--- config.mk ---
export PLATFORM = sky130hd
export DESIGN_NAME = jtframe_sdram_bank_arb
export DESIGN_NICKNAME = d
export VERILOG_FILES = /design/src/rtl/jtframe_sdram_arb_pkg.sv /design/src/rtl/jtframe_arb_pick.sv /design/src/rtl/jtframe_sdram_bank_arb.sv
export SDC_FILE = /design/constraint.sdc
export NUM_CORES = 1
export LEC_CHECK = 0
export BUFFER_PORTS_ARGS = -buffer_cell sky130_fd_sc_hd__buf_2
export CORE_MARGIN = 4
export CORE_UTILIZATION = 38
export CTS_BUF_LIST = sky130_fd_sc_hd__clkbuf_8 sky130_fd_sc_hd__clkbuf_16
export CTS_CLUSTER_SIZE = 25
export DETAILED_ROUTE_END_ITERATION = 16
export GPL_ROUTABILITY_DRIVEN = 0
export GPL_TIMING_DRIVEN = 0
export PLACE_DENSITY_LB_ADDON = 0.1
export SETUP_SLACK_MARGIN = 0.4
export SYNTH_ARGS = -nofsm -noshare
export SYNTH_HDL_FRONTEND = slang
export SYNTH_SLANG_ARGS = --single-unit
--- constraint.sdc ---
create_clock -name clk -period 1.88 [get_ports clk]
set_input_delay 0.094 -clock clk [delete_from_list [all_inputs] [get_ports clk]]
set_output_delay 0.094 -clock clk [all_outputs]
set_load 0.01 [all_outputs]
--- src/rtl/jtframe_sdram_arb_pkg.sv ---
// jtframe_sdram_arb_pkg: FSM encoding and one-hot priority pick shared by the SDRAM bank arbiter.
package jtframe_sdram_arb_pkg;
    typedef enum logic [1:0] {IDLE = 2'd0, REQ = 2'd1, WAIT = 2'd2} arb_st_t;
    localparam int MAXREQ = 8;
    // First set bit of req scanning upward from start, wrapping modulo n
    function automatic logic [MAXREQ-1:0] pick_first(input logic [MAXREQ-1:0] req, input int n,
                                                       input int start);
        logic [MAXREQ-1:0] p;
        logic [2:0] idx;
        p = '0;
        for (int k = 0; k < MAXREQ; k++) begin
            idx = 3'((start + k) % n);
            if (k < n && p == '0 && req[idx]) p[idx] = 1'b1;
        end
        return p;
    endfunction
endpackage

--- src/rtl/jtframe_arb_pick.sv ---
// jtframe_arb_pick: combinational one-hot picker, search begins at start and wraps.
module jtframe_arb_pick import jtframe_sdram_arb_pkg::*; #(
    parameter int NREQ = 4,
    parameter int PW   = $clog2(NREQ)
) (
    input  logic [NREQ-1:0] req,
    input  logic [PW-1:0]   start,
    output logic [NREQ-1:0] pick
);
    assign pick = NREQ'(pick_first(MAXREQ'(req), NREQ, int'(start)));
endmodule

--- src/rtl/jtframe_sdram_bank_arb.sv ---
// jtframe_sdram_bank_arb: shares one SDRAM read port among NREQ slot-manager requesters.
// Define JTFRAME_SDRAM_ARB_RR_EN for round-robin arbitration instead of fixed lowest-index priority.
module jtframe_sdram_bank_arb import jtframe_sdram_arb_pkg::*; #(
    parameter int SDRAMW = 22,
    parameter int NREQ   = 4
) (
    input  logic                   clk,
    input  logic                   rst,
    input  logic [NREQ-1:0]        rq_req,
    input  logic [NREQ*SDRAMW-1:0] rq_addr,
    output logic [NREQ-1:0]        rq_ack,
    output logic [NREQ-1:0]        rq_rdy,
    output logic [31:0]            rq_data,
    output logic                   sdram_req,
    output logic [SDRAMW-1:0]      sdram_addr,
    input  logic                   sdram_ack,
    input  logic                   data_rdy,
    input  logic [31:0]            data_read,
    output logic                   busy
);
    localparam int PW = $clog2(NREQ);

    arb_st_t           st, st_nx;
    logic [NREQ-1:0]   grant, winner;
    logic [SDRAMW-1:0] win_addr;
    logic [PW-1:0]     start;
    logic              done, take;

    assign take = (st == IDLE) && |rq_req;

`ifdef JTFRAME_SDRAM_ARB_RR_EN
    logic [PW-1:0] last, win_idx;
    always_comb begin
        win_idx = '0;
        for (int i = 0; i < NREQ; i++) if (winner[i]) win_idx = PW'(i);
    end
    always_ff @(posedge clk or posedge rst) begin
        if (rst) last <= PW'(NREQ - 1);
        else if (take) last <= win_idx;
    end
    assign start = (last == PW'(NREQ - 1)) ? '0 : last + 1'b1;
`else
    assign start = '0;
`endif

    jtframe_arb_pick #(.NREQ(NREQ)) u_pick (.req(rq_req), .start(start), .pick(winner));

    always_comb begin
        win_addr = '0;
        for (int i = 0; i < NREQ; i++) win_addr |= winner[i] ? rq_addr[i*SDRAMW +: SDRAMW] : '0;
    end

    // Read data may arrive together with the ack; the transaction then ends straight from REQ
    assign done  = data_rdy && ((st == WAIT) || (st == REQ && sdram_ack));
    assign st_nx = (st == IDLE) ? (|rq_req ? REQ : IDLE) :
                   done ? IDLE :
                   (st == REQ && sdram_ack) ? WAIT : st;

    always_ff @(posedge clk or posedge rst) begin
        if (rst) begin
            st         <= IDLE;
            grant      <= '0;
            sdram_req  <= 1'b0;
            sdram_addr <= '0;
        end else begin
            st <= st_nx;
            if (take) begin
                grant      <= winner;
                sdram_addr <= win_addr;
                sdram_req  <= 1'b1;
            end
            if (st == REQ && sdram_ack) sdram_req <= 1'b0;
            if (done) grant <= '0;
        end
    end

    assign rq_ack  = grant & {NREQ{sdram_ack}};
    assign rq_rdy  = grant & {NREQ{done}};
    assign rq_data = data_read;
    assign busy    = st != IDLE;
endmodule

**Yosys cells after proc, flatten, opt, wreduce, memory -nomap -nowiden**

Index checks and enable logic that the tools add are counted.
W data, S select, Z words.

- Register bits: 29
- Logic and storage cells: 43

- Eq/ne operators: 2
- Mux-type cells: 16
- Bitwise gates (word level): 5
- Reduce and logical (&&, ||, !) cells: 16

Operator list:

| kind | count |
|---|---|
| $mux W22 | 4 |
| $or A22 B22 Y22 | 3 |
| $logic_not A8 Y1 | 3 |
| $mux W4 | 3 |
| $and A4 B4 Y4 | 2 |
| $mux W2 | 4 |
| $logic_and A1 B1 Y1 | 6 |
| $reduce_bool A2 Y1 | 3 |
| $mux W1 | 4 |
| $reduce_or A4 Y1 | 1 |
| $mux W3 | 1 |
| $reduce_bool A3 Y1 | 1 |
| $eq A2 B1 Y1 const B | 1 |
| $eq A2 B2 Y1 const B | 1 |
| $logic_not A2 Y1 | 1 |
| $logic_or A1 B1 Y1 | 1 |

**Logic depth before layout (Yosys ltp)**

- Depth after elaboration: 14
- Mapped depth: 6
- Mapped depth without buffers: 4

**By module**

A second synthesis with hierarchy kept.

- Cells, all modules: 248
- Area, all modules: 2361.0 sq um

Modules (own cells, without submodules):

| module | times used | cells an instance | area each (sq um) |
|---|---|---|---|
| jtframe_sdram_bank_arb | 1 | 195 | 1838.0 |
| jtframe_arb_pick | 1 | 53 | 523.0 |

**Worst setup path after synthesis**

OpenSTA, ideal clock, no wires.

- Path kind: register -> register
- Start point: register st[1]
- End point: register sdram_addr[21]
- Library setup time: 82 ps
- Arrival time: 1299 ps
- Required time: 1798 ps
- Path slack: 499 ps
- Cell stages (with the launch flop): 6
- Path buffers: 2
- Cells stage by stage: dfrtp_1 > nor2_1 > clkbuf_1 > buf_1 > a21oi_1 > a31oi_1

- Word-level cells in the longest chain between the ends: 2

RTL lines:

| item | RTL line | source |
|---|---|---|
| from (decl) | jtframe_sdram_bank_arb.sv:23 | `arb_st_t st, st_nx;` |
| from (signal assigned) | jtframe_sdram_bank_arb.sv:66 | `st <= st_nx;` |
| $logic_not A2 Y1 | jtframe_sdram_bank_arb.sv:29 | `assign take = (st == IDLE) && \|rq_req;` |
| $logic_and A1 B1 Y1 | jtframe_sdram_bank_arb.sv:29 |  |
| to (signal assigned) | jtframe_sdram_bank_arb.sv:69 | `sdram_addr <= win_addr;` |
| to (decl) | jtframe_sdram_bank_arb.sv:15 | `output logic [SDRAMW-1:0] sdram_addr,` |

Every way passes these cells.
A chain may end at the register's enable or synchronous reset.

**Worst setup path in the final report**

- Start point: register st[1]
- End point: output port rq_rdy[2]

- Word-level cells in the longest chain between the ends: 5
- Elaborated cells between the ends (all ways): 6
- Those cells by class: eq/ne (2); bitwise (1); reduce/logical (3)

RTL lines:

| item | RTL line | source |
|---|---|---|
| $eq A2 B1 Y1 | jtframe_sdram_bank_arb.sv:54 | `assign done = data_rdy && ((st == WAIT) \|\| (st == REQ && sdram_ack));` |
| $logic_and A1 B1 Y1 | jtframe_sdram_bank_arb.sv:54 |  |
| $logic_or A1 B1 Y1 * | jtframe_sdram_bank_arb.sv:54 |  |
| $logic_and A1 B1 Y1 * | jtframe_sdram_bank_arb.sv:54 |  |
| $and A4 B4 Y4 * | jtframe_sdram_bank_arb.sv:78 | `assign rq_rdy = grant & {NREQ{done}};` |
| to (decl) | jtframe_sdram_bank_arb.sv:12 | `output logic [NREQ-1:0] rq_rdy,` |

Mark *: on every way between the ends. The rest lies on a longest branch, timed or not.

==> results.py <==
metrics = {
    "clock_tree": {
        "clock_tree.buffer_depth": 2,
        "tritoncts_num_sinks": 29,
        "htree_levels": 2,
        "insertion_delay_ns": 0.27,
        "tritoncts": "built",
        "cts_buffers": 5,
        "ctsHoldBuffers": 0,
        "ctsRootBufferMaster": "sky130_fd_sc_hd__clkbuf_8",
        "clk_pin_slew_ns": 0.06,
    },
    "placement": {
        "postPlaceCellArea_um2": 3040,
        "io_buffers": 158,
        "detailedPlacementHpwl_um": 5920,
        "placedCellCount": 505,
    },
    "routing": {
        "detail-route-antenna-nets": 0,
        "drcViolationCount": 0,
        "dr_total_vias": 2553,
        "post_detailed_routing_wire_length_um": 7430,
        "dr.first_iter.drc_count": 102,
        "wl_per_cell_um": 14.4,
        "dr.pass1.iters": 4,
        "via_per_inst": 4.96,
    },
    "setup_path": {
        "critical_path_arrival_ns": 1.37,
        "cpPeakStageDelay_ns": 0.39,
        "worstSetupPathType": "flip-flop to primary output",
        "critPathSlowestCell": "sky130_fd_sc_hd__dfrtp_1",
        "critical_path.cell_chain": "and3b_1, o21a_1, and2_1, buf_2",
        "timing.critical_path.to_type": "primary output",
        "cp_data_required_time_ns": 1.79,
        "worstPathMaxFanout": 5,
        "startpoint_class": "flip-flop",
    },
    "power": {
        "leakagePower_nw": 1.66,
        "final_power_mw": 3.13,
        "peakVddDrop_uv": 413,
        "power.density_nw_per_um2": 991,
    },
    "finish": {
        "final_layout_size_suffix_gt1_share_pct": 46.5,
        "antenna-diode-count": 0,
        "syn_to_final_growth_pct": 46.3,
        "final_common_cell": "sky130_fd_sc_hd__buf_2",
        "design_area_um2": 3160,
        "count_of_placed_standard_cells_in_the_final_layout_fillers_left_out": 515,
        "number_of_nets_in_the_layout": 571,
        "most-common-layout-cells": "sky130_fd_sc_hd__buf_2 (161), sky130_fd_sc_hd__a21oi_1 (44), sky130_fd_sc_hd__buf_4 (35)",
    },
    "sta": {
        "slew_headroom_pct": 25.7,
        "setup_violations": 0,
        "slew_viol_final": 0,
        "rsz0062_at_grt": "yes",
        "min_period_ns": 1.47,
        "fmax_ghz": 0.681,
        "worstMarginPinSlew_ns": 1.11,
        "worst_clock_skew_ns": 0.00255,
        "min_period_over_period_pct": 78.1,
        "final_hold_viol_count": 0,
        "setup-tns-final_ns": 0,
    },
    "synthesis": {
        "yosysTopAreaCellShare_pct": 33.6,
        "yosysSeqAreaShare_pct": 33.6,
        "summed_instance_area_of_the_synthesized_netlist_um2": 2160,
        "yosys_warnings": 0,
        "post_synth_num_cell_types": 23,
        "netlist_instances": 275,
        "dominantRegCellSynth": "sky130_fd_sc_hd__dfrtp_1",
        "net_count_synth": 403,
        "synth_seq_cells": 29,
        "syn_avg_cell_area_um2": 7.85,
        "asyncSetResetFlopFracSynth_pct": 100,
        "post_synth_main_area_contributors": "sky130_fd_sc_hd__dfrtp_1 (34%), sky130_fd_sc_hd__buf_4 (11%), sky130_fd_sc_hd__a21oi_1 (10%)",
        "synth_edf_count": 0,
        "cell_type_with_the_largest_total_area_after_synthesis": "sky130_fd_sc_hd__dfrtp_1",
    },
    "global_routing": {
        "grt_start_max_net_pins": 30,
        "grt_first_pass_wirelength_um": 11700,
        "grt_overflow_total": 0,
        "vias_in_the_first_global_route": 2503,
        "antenna_found_initial": 0,
        "grt_util_all_layers_pct": 20.9,
    },
    "run": {
        "cap_viol_max_count": 0,
    },
    "die": {
        "start_util_pct": 39.2,
        "die_boundary_height_um": 83.4,
        "core_um2": 5510,
        "count_of_pins_on_the_block_boundary": 192,
        "fp-row-count": 27,
        "floorplan.die.width_um": 83.4,
        "fp.dieArea_um2": 6950,
    },
    "status": {
        "outcome": "complete, no violations",
    },
    "hold_path": {
        "min-delay-path-class": "input pin to flip-flop",
    },
}
[per-stage QoR]
stage / setup WS (ns) / util [%] / hold WS [ns]
after global routing: 0.304 / 57.3 / 0.0592
after CTS: 0.407 / 57.2 / 0.0444
final: 0.411 / 57.3 / 0.0471
after detailed placement: 0.153 / 55.2 / 0.338
after global placement: 0.162 / 55.2 / 0.327
after floorplan: 0.499 / - / 0.172
[synth_stat cells, drive strengths merged (2+ instances only)]
library cell,instances
a21oi,44
a22o,22
a31oi,22
a32o,3
and2,9
buf,36
clkbuf,19
dfrtp,29
inv,26
nand2,26
nand3b,22
nor2,2
nor2b,2
o21ai,7
[logic make-up (layout without fill, tap and decap cells)]
kind of cell | Yosys count | in the layout | share of synthesized area [%]
compound gates | 99 | 99 | 28.9
buf+inv | 81 | 249 | 19.8
simple gates | 66 | 66 | 17.7
flops | 29 | 29 | 33.6
[flip-flops by register name (all words and copies together), names as in the netlist]
name and count:
grant 4, sdram_addr 22, sdram_req 1, st 2
[what timing repair did]
item / 4_1_cts / 5_1_grt
buffers inserted: 3 / 0
gates resized for setup: 3 / 4
pin swaps: 1 / 2
setup endpoints to repair: 25 / 21
gates cloned: 0 / 0
[layout make-up]
class                           instances  area, um^2
Buffer                                 55         338
Timing Repair Buffer                  161         813
Tap cell                               72        90.1
Sequential cell                        29         726
Clock inverter                          1        3.75
Inverter                               26        97.6
Clock buffer                            6        82.6
Multi-Input combinational cell        165        1010
Fill cell                             550        2350
[worst paths after layout]
kind	start	to	slack, ns	cells past startpoint
max	st[1]	rq_rdy[2]	0.41	4
min	data_rdy	st[1]	0.05	2
max reg2reg	st[1]	sdram_addr[10]	0.53	5
min reg2reg	sdram_req	sdram_req	0.50	2
max in group asynchronous	rst	sdram_addr[12]	1.11	2
min in group asynchronous	rst	grant[0]	0.10	2
[routing by layer]
layer  up-vias  GRT usage [%]  part of all wire (%)
li1       1261              -                     -
met1      1144           25.3                    42
met2       138           34.8                    46
met3        10           7.24                    10
met4         0           6.24                   1.7
met5         -              0                     0
[critical path: cells and delay by family (launching register included)]
family	cells	cell delay [ns]
and+or+nand+nor	2	0.36
AOI/OAI and AO/OA	1	0.21
buffers and inverters	1	0.13
DFF	1	0.39
[power breakdown]
group	total, mW	switching (mW)	internal [mW]	leakage (nW)
Clock	0.504	0.220	0.284	0.0485
Combinational	1.54	0.833	0.712	1.28
Sequential	1.08	0.161	0.920	0.327
No activity file was read; power rests on OpenSTA's default activity.
